<file path="config.mk">
export PLATFORM = sky130hd
export DESIGN_NAME = sang_dan_led
export DESIGN_NICKNAME = d
export VERILOG_FILES = /design/src/rtl/sang_dan_pkg.sv /design/src/rtl/sang_dan_tick.sv /design/src/rtl/sang_dan_led.sv
export SDC_FILE = /design/constraint.sdc
export NUM_CORES = 1
export LEC_CHECK = 0
export CORE_UTILIZATION = 50
export DETAILED_ROUTE_END_ITERATION = 8
export PLACE_DENSITY = 0.71
export SYNTH_ARGS = -nofsm -noshare
export SYNTH_HDL_FRONTEND = slang
export SYNTH_SLANG_ARGS = --single-unit
</file>
<file path="constraint.sdc">
create_clock -name clk -period 2.1 [get_ports clk]
set_input_delay 0.42 -clock clk [delete_from_list [all_inputs] [get_ports clk]]
set_output_delay 0.42 -clock clk [all_outputs]
set_load 0.01 [all_outputs]
</file>
<file path="src/rtl/sang_dan_pkg.sv">
// -----------------------------------------------------------------------------
// sang_dan_pkg
// Shared constants and the LED pattern function for the 8-LED "fill then
// drain" chaser.
//   STEPS          : sequence length (one full fill + drain period)
//   FULL_STEP      : step index at which every LED is lit
//   LED_W          : number of LEDs driven
//   MODE_LSB_FIRST : MODE value that fills from out[0] upwards
//   MODE_MSB_FIRST : MODE value that fills from out[7] downwards
//   pattern()      : maps (step, mode) to the LED vector
// -----------------------------------------------------------------------------
package sang_dan_pkg;

  localparam int unsigned STEPS     = 16;
  localparam int unsigned FULL_STEP = 8;
  localparam int unsigned LED_W     = 8;
  localparam int unsigned STEP_W    = $clog2(STEPS);

  localparam logic MODE_LSB_FIRST = 1'b1;
  localparam logic MODE_MSB_FIRST = 1'b0;

  // Steps 0..FULL_STEP fill from bit 0 ((1<<s)-1); steps after FULL_STEP
  // drain from bit 0 (8'hFF << (s-FULL_STEP)). MSB-first mode is the
  // bit-reversed image of the same sequence.
  function automatic logic [LED_W-1:0] pattern(input logic [STEP_W-1:0] step,
                                               input logic              mode);
    logic [LED_W:0]   fill;
    logic [LED_W-1:0] base;
    logic [LED_W-1:0] rev;
    fill = '0;
    base = '0;
    rev  = '0;
    if (step <= STEP_W'(FULL_STEP)) begin
      // One extra bit so that step=FULL_STEP yields all ones after the -1.
      fill = ((LED_W+1)'(1) << step) - (LED_W+1)'(1);
      base = fill[LED_W-1:0];
    end else begin
      base = {LED_W{1'b1}} << (step - STEP_W'(FULL_STEP));
    end
    for (int i = 0; i < int'(LED_W); i++) begin
      rev[i] = base[int'(LED_W)-1-i];
    end
    return (mode == MODE_LSB_FIRST) ? base : rev;
  endfunction

endpackage : sang_dan_pkg

</file>
<file path="src/rtl/sang_dan_tick.sv">
// -----------------------------------------------------------------------------
// sang_dan_tick
// Step-rate divider. While enabled, counts TICK_DIV clocks per tick and
// emits a single-cycle tick on the last count. When disabled the count is
// frozen so that re-enabling resumes mid-period rather than restarting.
//   clk     : system clock, rising edge
//   reset   : synchronous, active-high
//   en_i    : count enable (SS from the top)
//   tick_o  : one-cycle pulse, high in the cycle the counter wraps
// -----------------------------------------------------------------------------
module sang_dan_tick #(
  parameter int unsigned TICK_DIV = 1,
  parameter int unsigned CNT_W    = 32
) (
  input  logic clk,
  input  logic reset,
  input  logic en_i,
  output logic tick_o
);

  localparam logic [CNT_W-1:0] LAST_CNT = CNT_W'(TICK_DIV - 1);

  logic [CNT_W-1:0] div_cnt_q;
  logic [CNT_W-1:0] div_cnt_d;
  logic             wrap;

  assign wrap   = (div_cnt_q == LAST_CNT);
  assign tick_o = en_i && wrap;

  always_comb begin
    // NOTE: assign every combinational output a default first; a path that
    // leaves it unassigned would infer a latch.
    div_cnt_d = div_cnt_q;
    if (en_i) begin
      div_cnt_d = wrap ? '0 : div_cnt_q + CNT_W'(1);
    end
  end

  always_ff @(posedge clk) begin
    // NOTE: sequential state uses non-blocking assignments so every register
    // samples its inputs from before the edge, independent of block order.
    if (reset) begin
      div_cnt_q <= '0;
    end else begin
      div_cnt_q <= div_cnt_d;
    end
  end

endmodule : sang_dan_tick

</file>
<file path="src/rtl/sang_dan_led.sv">
// -----------------------------------------------------------------------------
// sang_dan_led
// 8-LED fill-then-drain chaser. Each tick advances a 16-step counter and
// registers the matching LED pattern, so out always reflects the current
// step rendered in the MODE seen at the most recent tick.
//   clk   : system clock, rising edge
//   reset : synchronous, active-high; wins over SS and MODE
//   SS    : 1 = run, 0 = pause (step, out and divider all hold)
//   MODE  : 1 = fill from out[0], 0 = fill from out[7]
//   out   : registered LED drive, 1 = lit
// -----------------------------------------------------------------------------
module sang_dan_led
  import sang_dan_pkg::*;
#(
  parameter int unsigned TICK_DIV = 1,
  parameter int unsigned CNT_W    = 32
) (
  input  logic             clk,
  input  logic             reset,
  input  logic             SS,
  input  logic             MODE,
  output logic [LED_W-1:0] out
);

  logic              tick;
  logic [STEP_W-1:0] step_q;
  logic [STEP_W-1:0] step_d;
  logic [LED_W-1:0]  out_q;
  logic [LED_W-1:0]  out_d;

  sang_dan_tick #(
    .TICK_DIV (TICK_DIV),
    .CNT_W    (CNT_W)
  ) u_tick (
    .clk    (clk),
    .reset  (reset),
    .en_i   (SS),
    .tick_o (tick)
  );

  // MODE is only consulted here, on a tick; between ticks out is untouched,
  // and a mode change never restarts the step count.
  always_comb begin
    step_d = step_q;
    out_d  = out_q;
    if (tick) begin
      step_d = step_q + STEP_W'(1);   // wraps 15 -> 0 naturally
      out_d  = pattern(step_d, MODE);
    end
  end

  always_ff @(posedge clk) begin
    if (reset) begin
      step_q <= '0;
      out_q  <= '0;
    end else begin
      step_q <= step_d;
      out_q  <= out_d;
    end
  end

  assign out = out_q;

endmodule : sang_dan_led

</file>
# Word-level counts from Yosys, hierarchy flattened
# Cells that the tools add are included.
totals:
  output_inout_bits: 8
  register_bits: 44
classes:
  n_mux: 3
  magnitude_cmp: 1
  shift: 2
  n_reduce_logical: 2
  addsub: 4
ops:
  columns: ["cell", "count"]
  rows:
  - ["adder 32 x 1 -> 32 bit, second input constant", 1]
  - ["logical NOT 32 bit", 1]
  - ["2-to-1 mux 32 bit", 1]
  - ["2-to-1 mux 8 bit", 2]
  - ["<< shifter 1 x 4 -> 8 bit, first input constant", 1]
  - ["<< shifter 8 x 4 -> 8 bit, first input constant", 1]
  - ["subtractor 8 x 2 -> 8 bit, second input constant", 1]
  - ["adder 4 x 1 -> 4 bit, second input constant", 1]
  - ["<= comparator 4 bit, second input constant", 1]
  - ["subtractor 4 bit, second input constant", 1]
  - ["logical AND 1 bit", 1]

# Depth between registers and ports, before layout
# Gate-level depths: netlist (run 1).
logic_depth:
  word_depth: 5
  depth_mapped: 13
  ltp_nobuf: 11

# By module
# From an unflattened synthesis (run 1), not the netlist that was laid out.
hier_totals:
  hier_cells: 317
  area_unflattened_um2: 2643.8
by_module_without_submodules:
  columns: ["module", "seq_area_each_um2", "area_each_um2", "cells_each", "instances"]
  rows:
  - ["sang_dan_tick", 640.6, 1590.3, 189, 1]
  - ["sang_dan_led", 240.2, 1053.5, 128, 1]

# Least setup slack after synthesis (run 1)
# No wires, ideal clock.
synth_timing:
  kind: "reg2reg"
  from: "register step_q[1]"
  to: "register out_q[3], in the netlist out[3]"
  setup_time_ns: 0.086
  setup_slack_ns: -0.189
  t_required_ns: 2.014
  n_path_buf: 2
  t_arrival_ns: 2.204
  synth_period_minus_slack_ns: 2.289
  path_stages_with_launch: 13
  path_cell_list: "dfxtp_1 ha_1 xor2_1 buf_2 nor2_1 nand2_1 ha_1 buf_1 nor2_1 a211oi_1 a221o_1 mux2i_1 a211oi_1"
synth_via:
  elab_chain_cells: 5
  word_cells_on_any_way: 8
  cone_classes: "3 x add/sub; 1 x order compare; 2 x shift; 2 x mux"
synth_lines:
  columns: ["element", "line", "text"]
  rows:
  - ["start: declaration", "sang_dan_led.sv:26", "logic [STEP_W-1:0] step_q;"]
  - ["start signal: assignment", "sang_dan_led.sv:57", "step_q <= step_d;"]
  - ["adder 4 x 1 -> 4 bit (*)", "sang_dan_led.sv:47", "step_d = step_q + STEP_W'(1);"]
  - ["subtractor 4 bit / << shifter 1 x 4 -> 8 bit (equally long branches)", "sang_dan_pkg.sv:38, sang_dan_pkg.sv:35", null]
  - ["<< shifter 8 x 4 -> 8 bit / subtractor 8 x 2 -> 8 bit (equally long branches)", "sang_dan_pkg.sv:38, sang_dan_pkg.sv:35", null]
  - ["2-to-1 mux 8 bit (*)", "sang_dan_pkg.sv:33", "if (step <= STEP_W'(FULL_STEP)) begin"]
  - ["2-to-1 mux 8 bit (*)", "sang_dan_pkg.sv:43", "return (mode == MODE_LSB_FIRST) ? base : rev;"]
  - ["end signal: assignment", "sang_dan_led.sv:58", "out_q <= out_d;"]
  - ["end: declaration", "sang_dan_led.sv:28", "logic [LED_W-1:0] out_q;"]
# Mark *: on every way between the ends. The rest lies on a longest branch, timed or not.
# A chain may end at the register's enable or synchronous reset.

# Worst setup path after layout (run 1)
layout_timing:
  from: "register step_q[0]"
  to: "register out_q[4], in the netlist out[4]"
# The elaborated chain is that of the path after synthesis.

==> metrics.txt, run 1 <==
number of diodes=0; Leak=1.07 nW; total gr overflow=0; Setup CP Type=reg -> reg; Clock transition at path regs=0.07 ns; Via density=5.26; Min-Delay Path Class=reg -> reg; #FFs+latches synth=44; CTS Buffer Depth=2; crit share post-route=0.936; Placed Area=2820 µm²; Final Wtd Congestion=0.885; setup tns final=0 ns; fraction of registers with async set/reset=0; worst setup margin=0.134 ns; Layout area overhead=21.2%; clock sink total=44; vias post-DR=2055; die span in x=72.1 µm; CTS root buffer=clkbuf_8; Pwr Density=628 nW/µm²; commonest non-fill, non-tap cells in the layout=nor2_1 (51), dfxtp_1 (42), nand2_1 (26), xnor2_1 (23), buf_4 (19); critical path arrival=2.14 ns; DR WL/cell=12.7 µm; H-tree levels=2; status=finished clean; RSZ-0062 raised after global routing=false; drt drc=0; Starting Density=0.521; Post-Place Worst Slack=-0.263 ns; Die ar.=5200 µm²; count of different cell masters after synthesis=44; maximum fanout along the worst path=7; Clk Latency, worst-skew pair=0.30 ns; number of global-route vias before repair=1830; Rows=25; post-layout net count=336; Tmin final=1.97 ns; CTS tree=done; Tightest Pin Transition=0.394 ns; Routed Antenna Nets=0; worst rel slew slack=0.737; fin area=2980 µm²; die height=72.1 µm; Syn Area/Cell=8.31 µm²; first-pass GRT wire length=8150 µm; postcts setup bufs=0; Max-Cap Viols=0; syn_nets=309; required time worst endpoint=2.28 ns; total CTS buffers=5; EDFF count, synth=0; core area=4720 µm²; startpoint types=flop; Clock Skews=0.0125 ns; Post-DP HPWL=3540 µm; Final Max Slew Viols=0; fraction of layout cells with a size suffix above 1=0.167; count of final hold-check violations=0; Setup Viol. Count Final=0; commonest non-fill, non-tap cell in the layout=nor2_1; WL final=4980 µm; YS warnings=0; initial DRC count=130; Seq/Total Area, Yosys=0.358; Hold WS=0.476 ns; Synth Flop Type=dfxtp_1; Tot GR Track Use=0.197; largest net degree at the start of global routing=33; maximum vdd drop=542 µV; First-pass DRT Iterations=4; initial antenna violation count=0; CP endpoint kind=flop; Mapped Area=2460 µm²; IO Port Bufs=11; Gate Count Post-Synth=296; fmax=0.509 GHz; Post-Route Utilization=0.631; Ports=12
## final timing paths
path                                 from      to  slack, ns  cells after the start
worst min-delay path               out[2]  out[2]       0.48                      2
worst min register to register     out[2]  out[2]       0.48                      2
worst max-delay path            step_q[0]  out[4]       0.13                     10
worst max register to register  step_q[0]  out[4]       0.13                     10
## registers in the layout (all words and copies together), names as in the netlist
signal            flops
out                   8
step_q                4
u_tick.div_cnt_q     32
## power by group
| part | switching (mW) | leakage, nW | total, mW | internal, mW |
|---|---|---|---|---|
| combinational | 0.179 | 0.660 | 0.351 | 0.172 |
| sequential | 0.0240 | 0.358 | 0.884 | 0.860 |
| clock | 0.282 | 0.0552 | 0.636 | 0.353 |
| total | 0.486 | 1.07 | 1.87 | 1.39 |
## layout make-up
type | instances | area (µm²)
Multi-Input combinational cell | 228 | 1560
Inverter | 12 | 45.0
Fill cell | 389 | 1740
Clock buffer | 6 | 72.6
Sequential cell | 44 | 888
Timing Repair Buffer | 32 | 295
Clock inverter | 2 | 35.0
Tap cell | 67 | 83.8
## critical path, cell delays in order (launching register included)
cell and delay, ns:
dfxtp_4 0.38, ha_4 0.19, xor2_4 0.16, nor2_2 0.12
nand2_1 0.10, ha_4 0.20, nor2_1 0.10, a211oi_1 0.05
a221o_1 0.29, mux2i_1 0.17, a211oi_2 0.09
## what timing repair did
action | 4_1_cts | 5_1_grt
endpoints found under the hold margin | 0 | 0
pin swaps | 0 | 1
resized for setup | 1 | 9
hold buffers | 0 | 0
setup endpoints to repair | 1 | 7
## layer usage
metal | track usage | vias up | routed length, µm
met5 | 0 | - | 0
met4 | 0.0610 | 0 | 36
met3 | 0.0431 | 4 | 201
met2 | 0.293 | 42 | 2180
met1 | 0.283 | 926 | 2560
li1 | - | 1083 | -
## metrics by stage
stage / instances / total power [mW]
6_report: 391 / 1.87
5_1_grt: 391 / 1.96
4_1_cts: 391 / 1.87
3_5_place_dp: 383 / 1.23
3_3_place_gp: 383 / 1.23
2_1_floorplan: 296 / 1.12
## cell usage after synthesis (all sizes together), types with 6 or more instances
master,n,area share
and3,6,0.016
nand4,11,0.036
nor2,54,0.083
ha,9,0.046
o21ai,6,0.012
nor3,9,0.023
buf,8,0.019
nor4,13,0.041
inv,12,0.018
mux2i,6,0.024
nand2,26,0.040
xor2,14,0.050
a21oi,10,0.020
nand3,7,0.014
xnor2,24,0.085
dfxtp,44,0.36
## kinds of logic after synthesis
family / synth area share
buffers and inverters: 0.0438
muxes: 0.0244
adders and majority gates: 0.0458
AOI/OAI and AO/OA: 0.0880
xor gates and xnor gates: 0.135
and+or+nand+nor: 0.304
DFF: 0.358
Note: power is estimated with default switching activity, not from simulation.
==> run 2: changes to the inputs <==
--- a/config.mk
+++ b/config.mk
@@ -5,9 +5,11 @@
 export SDC_FILE = /design/constraint.sdc
 export NUM_CORES = 1
 export LEC_CHECK = 0
+export CAP_MARGIN = 10
 export CORE_UTILIZATION = 50
 export DETAILED_ROUTE_END_ITERATION = 8
 export PLACE_DENSITY = 0.71
+export SKIP_LAST_GASP = 1
 export SYNTH_ARGS = -nofsm -noshare
 export SYNTH_HDL_FRONTEND = slang
 export SYNTH_SLANG_ARGS = --single-unit
==> run 2 against run 1 <==
First-iteration DRC count rose by 1.5%. Routed wire length rose by 0.30%. Flip-flop and latch count did not move. Count of clock-buffer cells in the layout did not move. Worst hold slack barely moved. Die area did not move. Highest routed layer unchanged. Global-route usage did not move. Combinational power barely moved. Non-clock buffer count did not move. Critical path type unchanged. Largest cell class unchanged.
==> metrics.txt, run 2 (synthesis gave the netlist of run 1 again) <==
total power=1.87 mW (about the same); Placed Cells=383 (unchanged); r2r endpoint=out[4]; critical path arrival=2.15 ns (about the same); Net Switching=0.487 mW (+0.25%); Pwr Density=628 nW/µm² (about the same); depth of the worst hold-timing path=2 (unchanged); Clock Skews=0.0126 ns (+0.0000376 ns); initial antenna violation count=0 (unchanged); H-tree levels=2 (unchanged); required time worst endpoint=2.28 ns (about the same); Sequential cell area=888 µm² (unchanged); crit share post-route=0.941 (+0.00538); CP Cell Sequence=ha_4, xor2_4, nor2_2, nand2_1, ha_4, nor2_1, a211oi_1, a221o_1, mux2i_1, a211oi_2; Top delay family on crit path=compound AO/OA/AOI/OAI gates; DR WL/cell=12.8 µm (+0.30%); maximum vdd drop=542 µV (about the same); Layout area overhead=21.2% (unchanged); max reg flops=32 (unchanged); commonest non-fill, non-tap cells in the layout=nor2_1 (51), dfxtp_1 (42), nand2_1 (26), xnor2_1 (23), buf_4 (19); Leak=1.07 nW (about the same); Tmin final=1.98 ns (+0.0113 ns); Setup CP Type=reg -> reg; Via density=5.29 (+0.73%); vias post-DR=2070 (+0.73%); post-layout net count=336 (unchanged); CTS root buffer=clkbuf_8; Post-DP HPWL=3540 µm (unchanged); first-pass GRT wire length=8150 µm (unchanged); P_int=1.39 mW (about the same); clock share of power=0.339 (about the same); fin cells=391 (unchanged); flop-to-flop setup slack=0.12 ns (about the same); status=finished clean; clock sink total=44 (unchanged); CTS Buffer Depth=2 (unchanged); CP endpoint kind=flop; commonest non-fill, non-tap cell in the layout=nor2_1; Setup Viol. Count Final=0 (unchanged); fill count=389 (unchanged); initial DRC count=132 (+1.5%); total gr overflow=0 (unchanged); setup tns final=0 ns (unchanged); IO Port Bufs=11 (unchanged); number of global-route vias before repair=1830 (unchanged); Die ar.=5200 µm² (unchanged); fmax=0.506 GHz (-0.57%); WL final=4990 µm (+0.30%); RSZ-0062 raised after global routing=true; Ports=12 (unchanged); Combinational Power Share=0.188 (about the same); CTS tree=done; hold path startpoint=out[2]; Routed Antenna Nets=0 (unchanged); Max-Cap Viols=0 (unchanged); Clock transition at path regs=0.07 ns (about the same); Tightest Pin Transition=0.391 ns (-0.00325 ns); drt drc=0 (unchanged); Tot GR Track Use=0.197 (unchanged); fraction of layout cells with a size suffix above 1=0.167 (unchanged); Post-Place Worst Slack=-0.263 ns (unchanged); Min-Delay Path Class=reg -> reg; switch share=0.260 (+0.000489); area of the multi-input gates=1560 µm² (unchanged); maximum fanout along the worst path=7 (unchanged); Clk Latency, worst-skew pair=0.30 ns (about the same); register with the most flip-flops=u_tick.div_cnt_q; worst setup margin=0.123 ns (-0.0113 ns); Starting Density=0.521 (unchanged); largest net degree at the start of global routing=33 (unchanged); worst reg-to-reg path cell count=10 (unchanged); startpoint types=flop; sequential power share=0.472 (about the same); number of diodes=0 (unchanged); worst rel slew slack=0.739 (+0.00217); R2R Path Start=step_q[0]; First-pass DRT Iterations=4 (unchanged); Rows=25 (unchanged); most used cell, CP=ha_4; Crit path largest cell delay=0.38 ns (about the same); count of final hold-check violations=0 (unchanged); core area=4720 µm² (unchanged); worst hold endpoint=out[2]; Buffers & Inverters on Critical Path=0 (unchanged); die height=72.1 µm (unchanged); Worst path slowest cell=dfxtp_4; Final Wtd Congestion=0.885 (unchanged); die span in x=72.1 µm (unchanged); total CTS buffers=5 (unchanged); Final Max Slew Viols=0 (unchanged)
## run 2: what timing repair did
item / in CTS / in global routing
gates cloned: 0 / 0
setup buffers: 0 / 0
resized for setup: 1 / 9
endpoints found under the setup margin: 1 / 7
hold buffers: 0 / 0
endpoints found under the hold margin: 0 / 0
## run 2: how the worst max path moves through the flow
stage,startpoint,endpoint,slack (ns),cells after the start
floorplan,step_q[2],out[3],0.003,11
global placement,SS,out[1],-0.22,7
detailed placement,SS,out[1],-0.26,7
CTS,step_q[0],out[4],0.02,10
global route,step_q[0],out[4],-0.002,10
finish,step_q[0],out[4],0.12,10
## run 2: metal layers
| layer | vias up | wire length, µm | global-route usage |
|---|---|---|---|
| li1 | 1084 | - | - |
| met1 | 936 | 2560 | 0.283 |
| met2 | 44 | 2180 | 0.293 |
| met3 | 6 | 205 | 0.0431 |
| met4 | 0 | 40 | 0.0610 |
| met5 | - | 0 | 0 |
## run 2: power groups by stage
stage | logic, mW | clock network (mW) | registers, mW
global placement | 0.327 | 0 | 0.903
floorplan | 0.209 | 0 | 0.909
CTS | 0.333 | 0.653 | 0.885
finish | 0.352 | 0.636 | 0.884
detailed placement | 0.330 | 0 | 0.905
global route | 0.386 | 0.689 | 0.889
## run 2: per-stage QoR
stage                     hold slack [ns]  utilization  area [µm²]
final                               0.476        0.631        2980
after global routing                0.515        0.631        2980
after CTS                           0.479        0.620        2930
after detailed placement            0.465        0.597        2820
after global placement              0.454        0.597        2820
after floorplan                     0.458            -        2510
## run 2: worst reg2reg max path, stage by stage (launching register included)
cell      delay (ns)
dfxtp_4         0.38
ha_4            0.19
xor2_4          0.16
nor2_2          0.12
nand2_1         0.10
ha_4            0.20
nor2_1          0.10
a211oi_1        0.05
a221o_1         0.29
mux2i_1         0.17
a211oi_2        0.09
## run 2: cell type report
| class | count | area share |
|---|---|---|
| Inverter | 12 | 0.0151 |
| Timing Repair Buffer | 32 | 0.0991 |
| Sequential cell | 44 | 0.298 |
| Clock buffer | 6 | 0.0244 |
| Clock inverter | 2 | 0.0118 |
| Tap cell | 67 | 0.0281 |
| Multi-Input combinational cell | 228 | 0.523 |
==> run 3: changes to the inputs <==
--- a/config.mk
+++ b/config.mk
@@ -7,7 +7,9 @@
 export LEC_CHECK = 0
 export CAP_MARGIN = 10
 export CORE_UTILIZATION = 50
+export CTS_CLUSTER_SIZE = 28
 export DETAILED_ROUTE_END_ITERATION = 8
+export GPL_ROUTABILITY_DRIVEN = 0
 export PLACE_DENSITY = 0.71
 export SKIP_LAST_GASP = 1
 export SYNTH_ARGS = -nofsm -noshare
==> run 3 against run 2 <==
Combinational power grew 1%. Critical path depth unchanged. Maximum frequency rose by 0.29%. Largest power group unchanged. Total power is 6.8% lower. Sequential share of layout area up 0.13 points. Clock skew down 0.0030 ns. Non-clock buffer count increased by 3. Via count up 0.92%. First-iteration DRC count up 6.1%. Routed wire length grew 0.76%.
==> metrics.txt, run 3 (synthesis gave the netlist of run 1 again) <==
Tightest Pin Transition=0.402 ns (+0.0109 ns); hold_buf cts=0 (unchanged); commonest non-fill, non-tap cell in the layout=nor2_1; initial antenna violation count=0 (unchanged); Hold WS=0.477 ns (+0.00113 ns); Min-Delay Path Class=reg -> reg; fin area=2980 µm² (unchanged); worst rel slew slack=0.731 (-0.00726); startpoint types=flop; H-tree levels=2 (unchanged); Layout area overhead=21.2% (unchanged); Leak=1.07 nW (about the same); Setup Viol. Count Final=0 (unchanged); fmax=0.507 GHz (+0.29%); die height=72.1 µm (unchanged); fraction of layout cells with a size suffix above 1=0.178 (+0.0112); Routed Antenna Nets=0 (unchanged); clock sink total=44 (unchanged); Starting Density=0.521 (unchanged); first-pass GRT wire length=8740 µm (+7.3%); Crit path largest cell delay=0.38 ns (about the same); RSZ-0062 raised after global routing=true; Clock Skews=0.00962 ns (-0.00296 ns); maximum vdd drop=440 µV (-19%); CTS Buffer Depth=2 (unchanged); vias post-DR=2089 (+0.92%); DR WL/cell=12.8 µm (+0.25%); Clock transition at path regs=0.08 ns (about the same); CP endpoint kind=flop; Placed Area=2840 µm² (+0.80%); Die ar.=5200 µm² (unchanged); Ports=12 (unchanged); total CTS buffers=5 (unchanged); Rows=25 (unchanged); IO Port Bufs=11 (unchanged); Pwr Density=586 nW/µm² (-6.8%); First-pass DRT Iterations=4 (unchanged); largest net degree at the start of global routing=25 (-24%); required time worst endpoint=2.28 ns (about the same); Via density=5.32 (+0.40%); maximum fanout along the worst path=7 (unchanged); max reg flops=32 (unchanged); count of final hold-check violations=0 (unchanged); Tot GR Track Use=0.212 (+0.0155); Max-Cap Viols=0 (unchanged); CTS tree=done; core area=4720 µm² (unchanged); commonest non-fill, non-tap cells in the layout=nor2_1 (51), dfxtp_1 (41), nand2_1 (26), xnor2_1 (23), buf_4 (22); Buffers & Inverters on Critical Path=0 (unchanged); total gr overflow=0 (unchanged); Clk Latency, worst-skew pair=0.29 ns (about the same); status=finished clean; crit share post-route=0.939 (-0.00274); CTS root buffer=clkbuf_8; WL final=5030 µm (+0.76%); Post-DP HPWL=3710 µm (+4.6%); Final Max Slew Viols=0 (unchanged); register with the most flip-flops=u_tick.div_cnt_q; Worst path slowest cell=dfxtp_4; CP Cell Sequence=ha_4, xor2_4, nor2_2, nand2_1, ha_4, nand2_1, mux2i_1, a221o_1, mux2i_1, a211oi_2; Tmin final=1.97 ns (-0.00575 ns); drt drc=0 (unchanged); total power=1.74 mW (-6.8%); die span in x=72.1 µm (unchanged); Top delay family on crit path=compound AO/OA/AOI/OAI gates; postcts setup bufs=0 (unchanged); post-layout net count=339 (+0.89%); Setup CP Type=reg -> reg; number of global-route vias before repair=1934 (+5.7%); fill count=385 (-1.0%); critical path arrival=2.15 ns (about the same); number of diodes=0 (unchanged); initial DRC count=140 (+6.1%)
run 3: changes by cell type in the layout (fill, tap and decap cells not counted):
cell,change
buf_4,+3
clkbuf_1,-1
clkinvlp_4,+1
dfxtp_4,+1
dfxtp_1,-1
bufinv_16,-1
run 3: layout make-up:
class / count / area [µm²] / area share
inverter: 12 / 45.0 / 0.0151
clock inverter: 2 / 12.5 / 0.00420
tap: 67 / 83.8 / 0.0281
sequential: 44 / 892 / 0.299
multi-input combinational: 228 / 1560 / 0.523
timing repair buffer: 35 / 318 / 0.107
clock buffer: 5 / 68.8 / 0.0231
run 3: where the power goes:
part | switching (mW) | total [mW] | internal (mW)
combinational | 0.180 | 0.356 | 0.176
sequential | 0.0243 | 0.883 | 0.859
clock | 0.280 | 0.506 | 0.225
total | 0.484 | 1.74 | 1.26
run 3: layer usage:
metal,share of wire,global-route usage,vias to the layer above
li1,-,-,1081
met1,0.51,0.295,966
met2,0.44,0.320,34
met3,0.031,0.0458,8
met4,0.015,0.0871,0
met5,0,0,-
run 3: tightest hold or removal path, stage by stage (launching register included):
cell and delay, ns:
dfxtp_1 0.32, nand2b_1 0.06, a21oi_1 0.05
run 3: what timing repair did:
action	in CTS	in global routing
pin swaps	0	1
resized for setup	2	10
gates cloned	0	0
setup endpoints to repair	3	6
run 3: worst paths after layout:
| kind | startpoint | to | slack [ns] | cells past startpoint |
|---|---|---|---|---|
| min | out[2] | out[2] | 0.48 | 2 |
| min reg2reg | out[2] | out[2] | 0.48 | 2 |
| max reg2reg | step_q[0] | out[4] | 0.13 | 10 |
| max | step_q[0] | out[4] | 0.13 | 10 |
run 3: through the flow:
step                       TNS, ns   util  instances  worst slack (ns)
after CTS                 -0.00277  0.620        393          -0.00277
after floorplan                  0      -        296           0.00316
after global placement       -3.84  0.601        386            -0.238
final                            0  0.631        393             0.129
after detailed placement     -8.70  0.601        386            -0.397
after global routing      -0.00678  0.631        393          -0.00578
